===== src/rtl/conv_out_packer.sv =====
// conv_out_packer: receives the convolution pipeline's fixed-latency result
// stream (no backpressure), tags each result with its output-image row/frame
// position and buffers it in a small FIFO. The FIFO drains on a valid/ready
// stream, so a stalling writer cannot disturb the pipeline.
module conv_out_packer #(
    parameter int DATA_W     = 16,
    parameter int IMG_W      = 8,
    parameter int IMG_H      = 8,
    parameter int FIFO_DEPTH = 4
) (
    input  logic              clk,
    input  logic              rst,
    input  logic              in_valid,
    input  logic [DATA_W-1:0] in_data,
    output logic              m_valid,
    input  logic              m_ready,
    output logic [DATA_W-1:0] m_data,
    output logic              m_last,
    output logic              m_frame_end,
    output logic              busy,
    output logic              frame_done,
    output logic              overflow
);

    localparam int OUT_W = IMG_W - 1;
    localparam int OUT_H = IMG_H - 1;
    localparam int COL_W = (OUT_W > 1) ? $clog2(OUT_W) : 1;
    localparam int ROW_W = (OUT_H > 1) ? $clog2(OUT_H) : 1;
    localparam int PTR_W = $clog2(FIFO_DEPTH);
    localparam int CNT_W = PTR_W + 1;
    localparam int ENT_W = DATA_W + 2;

    // Each entry is {data, last, frame_end}.
    logic [ENT_W-1:0] mem_reg [FIFO_DEPTH];
    logic [PTR_W-1:0] wr_ptr_reg;
    logic [PTR_W-1:0] rd_ptr_reg;
    logic [CNT_W-1:0] count_reg;
    logic [COL_W-1:0] col_reg;
    logic [ROW_W-1:0] row_reg;
    logic             busy_reg;
    logic             frame_done_reg;
    logic             overflow_reg;

    logic             full;
    logic             empty;
    logic             pop;
    logic             push;
    logic             drop;
    logic             col_last;
    logic             row_last;
    logic             frame_start;
    logic [ENT_W-1:0] head;
    logic [ENT_W-1:0] wr_entry;

    assign full        = (count_reg == CNT_W'(FIFO_DEPTH));
    assign empty       = (count_reg == '0);
    // A pop frees a slot in the same edge, so a full FIFO can still accept.
    assign pop         = !empty && m_ready;
    assign push        = in_valid && (!full || pop);
    assign drop        = in_valid && full && !pop;
    assign col_last    = (col_reg == COL_W'(OUT_W - 1));
    assign row_last    = (row_reg == ROW_W'(OUT_H - 1));
    assign frame_start = in_valid && (col_reg == '0) && (row_reg == '0);
    assign wr_entry    = {in_data, col_last, col_last && row_last};
    assign head        = mem_reg[rd_ptr_reg];

    assign m_valid     = !empty;
    assign m_data      = head[ENT_W-1:2];
    assign m_last      = head[1];
    assign m_frame_end = head[0];
    assign busy        = busy_reg;
    assign frame_done  = frame_done_reg;
    assign overflow    = overflow_reg;

    // FIFO storage: cleared on reset so no stale result is ever presented.
    always_ff @(posedge clk or negedge rst) begin
        if (!rst) begin
            for (int i = 0; i < FIFO_DEPTH; i++) begin
                mem_reg[i] <= '0;
            end
        end else if (push) begin
            mem_reg[wr_ptr_reg] <= wr_entry;
        end
    end

    // FIFO pointers and occupancy; pointers wrap naturally (power-of-two depth).
    always_ff @(posedge clk or negedge rst) begin
        if (!rst) begin
            wr_ptr_reg <= '0;
            rd_ptr_reg <= '0;
            count_reg  <= '0;
        end else begin
            if (push) begin
                wr_ptr_reg <= wr_ptr_reg + 1'b1;
            end
            if (pop) begin
                rd_ptr_reg <= rd_ptr_reg + 1'b1;
            end
            if (push && !pop) begin
                count_reg <= count_reg + 1'b1;
            end else if (!push && pop) begin
                count_reg <= count_reg - 1'b1;
            end
        end
    end

    // Output position counters advance on every result, dropped or not,
    // so row/frame alignment survives an overflow.
    always_ff @(posedge clk or negedge rst) begin
        if (!rst) begin
            col_reg <= '0;
            row_reg <= '0;
        end else if (in_valid) begin
            if (col_last) begin
                col_reg <= '0;
                row_reg <= row_last ? '0 : row_reg + 1'b1;
            end else begin
                col_reg <= col_reg + 1'b1;
            end
        end
    end

    // Frame status: busy from first sample until the frame_end entry leaves;
    // a new frame starting on that same edge keeps busy high.
    always_ff @(posedge clk or negedge rst) begin
        if (!rst) begin
            busy_reg       <= 1'b0;
            frame_done_reg <= 1'b0;
            overflow_reg   <= 1'b0;
        end else begin
            frame_done_reg <= pop && head[0];
            overflow_reg   <= overflow_reg | drop;
            if (frame_start) begin
                busy_reg <= 1'b1;
            end else if (pop && head[0]) begin
                busy_reg <= 1'b0;
            end
        end
    end

endmodule


===== config.mk =====
export PLATFORM = sky130hd
export DESIGN_NAME = conv_out_packer
export DESIGN_NICKNAME = d
export VERILOG_FILES = /design/src/rtl/conv_out_packer.sv
export SDC_FILE = /design/constraint.sdc
export NUM_CORES = 1
export LEC_CHECK = 0
export ABC_AREA = 1
export BUFFER_PORTS_ARGS = -buffer_cell sky130_fd_sc_hd__buf_2
export CAP_MARGIN = 25
export CORE_UTILIZATION = 40
export DETAILED_ROUTE_END_ITERATION = 10
export PLACE_DENSITY = 0.65
export SETUP_SLACK_MARGIN = 0.3
export SLEW_MARGIN = 5
export SYNTH_ARGS = -nofsm -noshare
export SYNTH_HDL_FRONTEND = slang
export SYNTH_SLANG_ARGS = --single-unit

===== constraint.sdc =====
create_clock -name clk -period 3.2 [get_ports clk]
set_clock_uncertainty 0.1 [all_clocks]
set_input_delay 0.16 -clock clk [delete_from_list [all_inputs] [get_ports clk]]
set_output_delay 0.16 -clock clk [all_outputs]
set_load 0.1 [all_outputs]

-- Word-level counts from Yosys, hierarchy flattened
Index checks and enable logic that the tools add are counted.
- word-level logic and storage cells: 61
- output and inout port bits: 22
- register bits after elaboration: 88
- input port bits: 20
- equality and inequality tests: 3
- bitwise logic cells: 3
- muxes and demuxes: 12
- add/sub/neg operators: 6
- magnitude comparators: 3
- reductions and logical operators: 22
- operators by type and width (operator ; count):
    bitwise mux 72 bit ; 1
    2-to-1 mux 18 bit ; 3
    binary-select mux 18 bit (select 2 bit) ; 1
    demux 18 bit (select 2 bit) ; 1
    2-to-1 mux 3 bit ; 4
    logical AND 1 bit ; 11
    adder 3 x 1 -> 3 bit (second input constant) ; 3
    equality test 3 bit (second input constant) ; 3
    zero test 3 bit ; 3
    >= comparator 3 bit (second input constant) ; 2
    inverter 2 -> 3 bit ; 2
    adder 2 x 1 -> 2 bit (second input constant) ; 2
    zero test 1 bit ; 4
    nonzero test 2 bit ; 2
    < comparator 3 x 1 -> 1 bit (second input constant) ; 1
    subtractor 3 x 1 -> 3 bit (second input constant) ; 1
    2-to-1 mux 1 bit ; 2
    AND reduction 2 bit ; 1
    logical OR 1 bit ; 1
    OR 1 bit ; 1

-- Longest topological paths before layout
Gate-level depths: netlist (run 1).
- word-level depth: 9
- gate-level depth with buffers: 12
- depth with buffers taken out: 12

-- Worst setup path after synthesis (run 1)
Ideal clock, no wire load.
- path type: reg-to-output
- start: reg rd_ptr_reg[0]
- end: out m_data[14]
- cell stages (with the launch flop): 7
- slack: 0.467 ns
- arrival: 2.473 ns
- cell sequence: dfrtp_1 buf_2 inv_1 buf_2 buf_2 o21ai_0 o22ai_1
- word-level cells in the longest chain between the ends: 4
- RTL lines (item ; RTL line ; source):
    from (decl) ; 36 ; logic [PTR_W-1:0] rd_ptr_reg;
    from (signal assigned) ; 97 ; rd_ptr_reg <= rd_ptr_reg + 1'b1;
    inverter 2 -> 3 bit (implied by the code) ; 65 ; assign head = mem_reg[rd_ptr_reg];
    binary-select mux 18 bit (select 2 bit) ; 65 ;
    2-to-1 mux 18 bit (implied by the code) (2 in a row) ; 65 ;
    to (decl) ; 17 ; output logic [DATA_W-1:0] m_data,
Every way passes these cells. The select of a mux whose other input is x is not followed.

-- Worst setup path after layout (run 1)
- start: reg rd_ptr_reg[1]
- end: out m_data[14]
Same word-level chain as after synthesis.

==> run summary, run 1 <==
GR Layer Usage met1: 0.2333
initial antenna violation count: 0
final hold slack: 0.05816 ns
crit path kind: reg2out
launch point of the worst hold path: in_valid
Synth Area in XOR/XNOR: 0.007937
crit path launch type: register
status: complete, no violations
Antenna Cells: 0
slew at the pin with the worst max-slew slack: 0.8200 ns
first-pass GRT wire length: 16290 um
post_cts resized: 0
TritonCTS buffer count: 9
compound-cell area share of the yosys netlist: 0.07426
WL/cell: 13.97 um
busiest layer in global routing: met2
Min-Delay Path Depth: 3
Pre-antenna DRT Iters: 6
FF-to-FF Start: count_reg[0]
Starting DRT DRC Count: 138
Max stage delay on crit path: 0.61 ns
total of fill cells in the finished design: 1000
syn_area_per_cell: 8.776 um^2
NumNets Final: 584
top-area cell type share of the netlist area: 0.4989
Setup TNS Final: 0 ns
Non-Filler Instances: 698
slowest cell on the critical path: dfrtp_1
Seq/Total Area, Yosys: 0.4989
Clk Latency, worst-skew pair: 0.36 ns
fraction of layout cells with a size suffix above 1: 0.2758
final WL: 9754 um
post-synthesis mux area share: 0
Synth area leaders: dfrtp_1, nand2_1, nand2_2
main combinational cell family by area after synthesis: simple AND/OR/NAND/NOR gates
Post-Syn Instances: 503
core area: 0.01051 mm^2
most common cell after layout, fill and taps aside: nand2_1
Synth Area in Simple Gates: 0.3438
Rel. slew slack: 0.4534
number of global-route vias before repair: 3310
final setup fails: 0
total global routing overflow: 0
routing usage on met2: 0.3212
Hold WC Path Type: in2reg
routability cong.: 0.7378
largest net degree at the start of global routing: 64
Yosys cell types: 29
WP buf/inv: 2
full die area: 0.01146 mm^2
Max Root-Sink Buffers: 2
CP max FO: 20
max reg flops: 72
CTS Hold Buffers Added: 17
worst path arrival time: 2.43 ns
Max-Cap Viols: 0
WP depth: 4
Seq cells post-synth: 88
Die Ht: 107.1 um
Initial Util: 0.4201
vias per inst: 4.808
antenna-violating nets left: 0
I/O pin total: 42
Synth Area in Adders: 0.01871
Clock Sinks: 88
CP Launch Point: rd_ptr_reg[1]
H-tree Lvls: 3
ordered list of cells on the worst path: inv_1 > o21ai_0 > o22ai_1 > buf_2
clk slew on worst S/H paths: 0.09 ns
Layout area overhead: 14.85%
CP Capture Type: primary output
syn_nets: 529
Worst Path Required: 2.94 ns
CTS root buffer: clkbuf_8
Syn Std Cell Area: 0.004414 mm^2
via count: 3356
Horiz. Die Dim: 107.1 um
# port buffers: 41
Final HPWL DP: 6109 um
CTS tree: done
Synth warnings: 0
R2R cell count: 11
RSZ-0062 raised after global routing: no
Synth area leader: dfrtp_1
overall routing resource usage: 0.1856
placed cell count: 666
max-slew violations: 0
# rows: 37
drt drc: 0
final hold vios: 0
final worst path period share: 0.8398
Crit path max-delay family: buffers and inverters
Post-CTS Setup Inserts: 0
min cycle time layout: 2.687 ns
leading cell types in the layout, fill and taps excluded: nand2_1, dfrtp_1, nand2_2
met3 Use GR: 0.03465
max frequency: 372.1 MHz
## metal layers
layer  up-vias  wire length [um]  part of all wire
li1       1697                 -                 -
met3        13               266             0.027
met4         0               140             0.014
met1      1594              4604              0.47
met5         -                 0                 0
met2        52              4743              0.49
## worst paths after layout
kind                                end  slack [ns]
hold / removal               col_reg[0]        0.06
hold reg to reg             mem_reg[19]        0.37
setup reg to reg           count_reg[2]        1.11
min in group asynchronous    mem_reg[9]        0.33
setup / recovery             m_data[14]        0.51
max in group asynchronous   mem_reg[48]        1.96
## cells in the mapped netlist
cell	n
nand2_1	160
dfrtp_1	88
nand2_2	81
nor2_1	42
o21ai_0	39
inv_1	19
o22ai_1	17
nand3_1	7
clkbuf_1	6
ha_1	5
nand2_8	5
buf_12	4
buf_2	4
buf_4	4
nor2_8	4
xor2_1	3
nand4_1	2
nor2_2	2
a21oi_1	1
clkbuf_2	1
fa_1	1
inv_12	1
inv_2	1
nand3b_1	1
nor3_1	1
o21ai_1	1
o21bai_1	1
o22a_1	1
xnor2_1	1
## cell type report
type,count,area (um^2),area share
tap,136,170.2,0.03356
sequential,88,2202,0.4344
multi-input combinational,375,1963,0.3872
clock inverter,4,76.32,0.01505
clock buffer,11,151.4,0.02986
inverter,21,91.34,0.01802
timing repair buffer,63,415.4,0.08193
## kinds of logic (layout without fill, tap and decap cells)
kind of cell	count (synthesis)	in the layout
AND/OR/NAND/NOR	305	305
flip-flops	88	88
AO/OA/AOI/OAI	60	60
buffers and inverters	40	99
adder cells (fa/ha/maj)	6	6
XOR/XNOR	4	4
## through the flow
| step | instance area, um^2 | setup slack (ns) | utilization |
|---|---|---|---|
| floorplan | 4414 | 0.4675 | - |
| global placement | 4672 | 0.9327 | 0.4446 |
| CTS | 5070 | 0.4962 | 0.4824 |
| global route | 5070 | 0.3594 | 0.4824 |
| finish | 5070 | 0.5128 | 0.4824 |
| detailed placement | 4672 | 0.9020 | 0.4446 |
## worst register-to-register path: stages, from the launching register on
cell and delay, ns:
dfrtp_1 0.43, nor2_2 0.07, nand2_2 0.13, nand2_8 0.15, inv_12 0.15, ha_1 0.15
inv_1 0.06, fa_1 0.39, nand2_1 0.08, nand2_1 0.04, nor2_1 0.11, xor2_1 0.15
Power of run 1 is not shown: default switching activity piles up to over one toggle a cycle in this logic, so the estimate is an artifact.
==> run 2: changes to the inputs <==
- ABC_AREA: 1 -> 0
- clock period: 3.2 -> 2.7 ns (I/O delays scaled with it)
==> run summary, run 2 <==
Max stage delay on crit path: 0.54 ns (-0.07 ns)
status: complete, no violations
CTS root buffer: clkbuf_8
vias per inst: 5.044 (+4.9%)
Commonest cells post-synth: dfrtp_1, mux2_4, mux2_2
RSZ-0062 raised after global routing: no
I/O pin total: 42 (unchanged)
Seq/Total Area, Yosys: 0.5314 (+0.03253)
Worst Path Required: 2.85 ns (-0.09 ns)
Max Root-Sink Buffers: 2 (unchanged)
crit path kind: reg2reg
final setup fails: 0 (unchanged)
Initial Util: 0.4182 (-0.001868)
final worst path period share: 0.8583
Layout area overhead: 18.57%
final hold vios: 0 (unchanged)
Crit path max-delay family: simple AND/OR/NAND/NOR gates
total global routing overflow: 0 (unchanged)
placed cell count: 416 (-38%)
Rel. slew slack: 0.6453 (+0.1919)
TritonCTS buffer count: 9 (unchanged)
Seq cells post-synth: 88 (unchanged)
slowest cell on the critical path: or4b_4
Max-Cap Viols: 0 (unchanged)
Die Ht: 103.8 um (-3.0%)
Post-synth EDFFs: 0 (unchanged)
syn_area_per_cell: 16.71 um^2 (+90%)
largest net degree at the start of global routing: 49 (-23%)
Antenna Cells: 0 (unchanged)
max-slew violations: 0 (unchanged)
min cycle time layout: 2.317 ns
Synth area leader: dfrtp_1
max frequency: 431.5 MHz
top-area cell type share of the netlist area: 0.5314 (+0.03253)
Hold WC Path Type: in2reg
overall routing resource usage: 0.1537 (-0.03193)
H-tree Lvls: 3 (unchanged)
drt drc: 0 (unchanged)
most common cell after layout, fill and taps aside: dfrtp_1
syn_nets: 274 (-48%)
number of global-route vias before repair: 2418 (-27%)
antenna-violating nets left: 0 (unchanged)
clk slew on worst S/H paths: 0.09 ns (about the same)
Setup TNS Final: 0 ns (unchanged)
fraction of layout cells with a size suffix above 1: 0.5252 (+0.2494)
Synth warnings: 0 (unchanged)
final WL: 7378 um (-24%)
slew at the pin with the worst max-slew slack: 0.5321 ns (-0.2879 ns)
leading cell types in the layout, fill and taps excluded: dfrtp_1, mux2_4, buf_2
WL/cell: 16.36 um (+17%)
worst path arrival time: 2.47 ns (+0.04 ns)
Pre-antenna DRT Iters: 4 (-2)
WP buf/inv: 2 (unchanged)
Synth area leaders: dfrtp_1, mux2_4, mux2_2
Top FF cell, synth: dfrtp_1
full die area: 0.01077 mm^2 (-6.0%)
routability cong.: 0.7194 (-2.5%)
NumNets Final: 339 (-42%)
# rows: 36 (-2.7%)
final hold slack: 0.07429 ns (+0.01613 ns)
Starting DRT DRC Count: 69 (-50%)
most used cell, CP: inv_1
first-pass GRT wire length: 12650 um (-22%)
Non-Filler Instances: 451 (-35%)
Syn Std Cell Area: 0.004144 mm^2 (-6.1%)
Clock Sinks: 88 (unchanged)
Final HPWL DP: 4559 um (-25%)
Yosys cell types: 33 (+14%)
top-count cell post-synth: dfrtp_1
# port buffers: 41 (unchanged)
CP Capture Type: register
core area: 0.009910 mm^2 (-5.7%)
Post-Syn Instances: 248 (-51%)
ys async rst share: 1.000 (unchanged)
crit path launch type: register
initial antenna violation count: 0 (unchanged)
Clk Latency, worst-skew pair: 0.36 ns (about the same)
CP max FO: 5 (-75%)
max reg flops: 72 (unchanged)
via count: 2275 (-32%)
Horiz. Die Dim: 103.8 um (-3.0%)
ordered list of cells on the worst path: or4b_4 > nand2_2 > inv_1 > ha_1 > inv_1 > fa_1 > mux2_2
CTS tree: done
-- run 2: changes by cell type after synthesis, sizes merged, moves of 17 or more --
cell	change
o22ai	-17
mux4	+18
nor2	-45
mux2	+76
o21ai	-36
nand2	-240
-- run 2: timing repair --
item,CTS,global route
hold buffers,17,0
endpoints found under the hold margin,104,0
resized for setup,0,4
setup endpoints to repair,0,1
setup buffers,0,2
-- run 2: metrics by stage --
stage / area, um^2 / setup slack [ns] / util
4_1_cts: 4890 / 0.3213 / 0.4934
6_report: 4913 / 0.3827 / 0.4958
2_1_floorplan: 4144 / 0.3241 / -
3_3_place_gp: 4451 / 0.4063 / 0.4491
5_1_grt: 4913 / 0.2893 / 0.4958
3_5_place_dp: 4451 / 0.3376 / 0.4491
-- run 2: final timing paths --
check | from | slack, ns | end | cells past startpoint
setup / recovery | count_reg[0] | 0.38 | count_reg[1] | 7
hold / removal | in_valid | 0.07 | overflow | 3
setup reg to reg | count_reg[0] | 0.38 | count_reg[1] | 7
hold reg to reg | overflow | 0.39 | overflow | 1
max in group asynchronous | rst | 1.67 | mem_reg[6] | 3
min in group asynchronous | rst | 0.19 | mem_reg[12] | 2
-- run 2: area by class of cell --
class                      instances  area (um^2)
fill                             861         4996
multi-input combinational        141         1800
clock buffer                      11        141.4
clock inverter                     5        127.6
tap                              133        166.4
timing repair buffer              65        442.9
sequential                        88         2205
inverter                           8        30.03
-- run 2: metal layers --
layer,share of wire,up-vias,GRT usage
li1,-,1035,-
met1,0.48,1185,0.2105
met2,0.46,44,0.2315
met3,0.047,11,0.04657
met4,0.015,0,0.05510
met5,0,-,0
-- run 2: worst min-delay path, cell delays in order --
cell      delay (ns)
buf_2           0.21
inv_1           0.08
o21bai_1        0.07
-- run 2: kinds of logic after synthesis --
logic type / share of synthesized area
multiplexers: 0.3406
buffers and inverters: 0.03563
adder cells (fa/ha/maj): 0.01993
flip-flops: 0.5314
XOR/XNOR: 0.01268
AO/OA/AOI/OAI: 0.01842
AND/OR/NAND/NOR: 0.04137
Power of run 2 is left out for the same reason.
==> run 3: changes to the inputs <==
- CORE_UTILIZATION: 40 -> 55
- GPL_TIMING_DRIVEN: not set -> 1
- PLACE_DENSITY: 0.65 -> 0.82
==> run summary, run 3 (synthesis results as in run 2) <==
clk slew on worst S/H paths: 0.08 ns (about the same)
slowest cell on the critical path: or4b_4
Post-CTS Setup Inserts: 0 (unchanged)
worst path arrival time: 2.48 ns (about the same)
Initial Util: 0.5713 (+0.1531)
NumNets Final: 338 (-0.29%)
Hold WC Path Type: in2reg
total global routing overflow: 0 (unchanged)
fraction of layout cells with a size suffix above 1: 0.5253 (about the same)
Antenna Cells: 0 (unchanged)
number of global-route vias before repair: 2474 (+2.3%)
antenna-violating nets left: 0 (unchanged)
Worst Path Required: 2.84 ns (about the same)
final worst path period share: 0.8655 (+0.007207)
overall routing resource usage: 0.2152 (+0.06150)
Layout area overhead: 16.21%
WL/cell: 18.26 um (+12%)
crit path kind: reg2reg
first-pass GRT wire length: 12310 um (-2.7%)
# port buffers: 41 (unchanged)
routability cong.: 0.7221 (+0.38%)
Rel. slew slack: 0.5665 (-0.07879)
TritonCTS buffer count: 9 (unchanged)
ordered list of cells on the worst path: or4b_4 > nand2_2 > inv_1 > ha_1 > inv_1 > fa_1 > mux2_2
drt drc: 0 (unchanged)
initial antenna violation count: 0 (unchanged)
Max-Cap Viols: 0 (unchanged)
most common cell after layout, fill and taps aside: dfrtp_1
Clock Sinks: 88 (unchanged)
Final HPWL DP: 4571 um (+0.27%)
H-tree Lvls: 3 (unchanged)
# rows: 31 (-14%)
min cycle time layout: 2.337 ns (+0.01946 ns)
most used cell, CP: inv_1
final WL: 7576 um (+2.7%)
core area: 0.007253 mm^2 (-27%)
leading cell types in the layout, fill and taps excluded: dfrtp_1, mux2_4, buf_2
Horiz. Die Dim: 88.80 um (-14%)
crit path launch type: register
CP max FO: 5 (unchanged)
final hold vios: 0 (unchanged)
Clk Latency, worst-skew pair: 0.36 ns (about the same)
Max Root-Sink Buffers: 2 (unchanged)
Pre-antenna DRT Iters: 4 (unchanged)
largest net degree at the start of global routing: 43 (-12%)
CTS tree: done
max frequency: 427.9 MHz (-0.83%)
full die area: 0.007885 mm^2 (-27%)
Die Ht: 88.80 um (-14%)
Max stage delay on crit path: 0.56 ns (+0.02 ns)
slew at the pin with the worst max-slew slack: 0.6444 ns (+0.1122 ns)
Starting DRT DRC Count: 58 (-16%)
max reg flops: 72 (unchanged)
via count: 2268 (-0.31%)
final setup fails: 0 (unchanged)
RSZ-0062 raised after global routing: no
max-slew violations: 0 (unchanged)
CP Capture Type: register
Setup TNS Final: 0 ns (unchanged)
status: complete, no violations
CTS root buffer: clkbuf_8
vias per inst: 5.465 (+8.3%)
I/O pin total: 42 (unchanged)
==> run 3: cell count changes in the layout (fill, tap and decap cells not counted), sizes merged <==
| cell | previous run | this run |
|---|---|---|
| bufinv | 4 | 2 |
| clkinvlp | 1 | 0 |
| buf | 48 | 47 |
| clkbuf | 11 | 12 |
| clkinv | 0 | 1 |
==> run 3: final cells by class <==
class / instances / area (um^2)
clock inverters: 3 / 65.06
well taps: 99 / 123.9
inverters: 8 / 30.03
fillers: 534 / 2437
multi-input cells: 141 / 1800
clock buffers: 12 / 155.1
flip-flops and latches: 88 / 2206
repair buffers: 64 / 435.4
==> run 3: metrics by stage <==
step / hold slack (ns) / cell area [um^2] / std cells / utilization / setup slack (ns)
floorplan: -0.2606 / 4144 / 248 / - / 0.3241
global placement: 0.04309 / 4415 / 383 / 0.6088 / 0.4151
detailed placement: 0.04729 / 4415 / 383 / 0.6088 / 0.3274
CTS: 0.05529 / 4807 / 415 / 0.6628 / 0.3071
global route: 0.07680 / 4816 / 415 / 0.6640 / 0.3002
finish: 0.08159 / 4816 / 415 / 0.6640 / 0.3632
==> run 3: critical path: cells and delay by family (launching register included) <==
family / cells / cell delay [ns]
and+or+nand+nor: 2 / 0.68
adders and majority gates: 2 / 0.60
DFF: 1 / 0.44
buffers and inverters: 2 / 0.14
muxes: 1 / 0.26
==> run 3: final timing paths <==
path,endpoint,slack (ns),depth (start not counted),start
max,count_reg[1],0.36,7,count_reg[1]
min,overflow,0.08,3,in_valid
max reg2reg,count_reg[1],0.36,7,count_reg[1]
min reg2reg,overflow,0.38,1,overflow
max in group asynchronous,rd_ptr_reg[0],1.56,3,rst
min in group asynchronous,mem_reg[31],0.20,2,rst
==> run 3: per-layer routing <==
layer	up-vias	part of all wire	wire length [um]	global-route usage
met5	-	0	0	0
met4	0	0.012	91	0.08504
met3	8	0.027	205	0.04757
met2	42	0.50	3779	0.3538
met1	1187	0.46	3500	0.2800
li1	1031	-	-	-
==> run 3: what timing repair did <==
item / in CTS / in global routing
endpoints found under the setup margin: 6 / 1
hold buffers: 17 / 0
endpoints found under the hold margin: 104 / 0
resized for setup: 1 / 4
Power of run 3 is left out for the same reason.
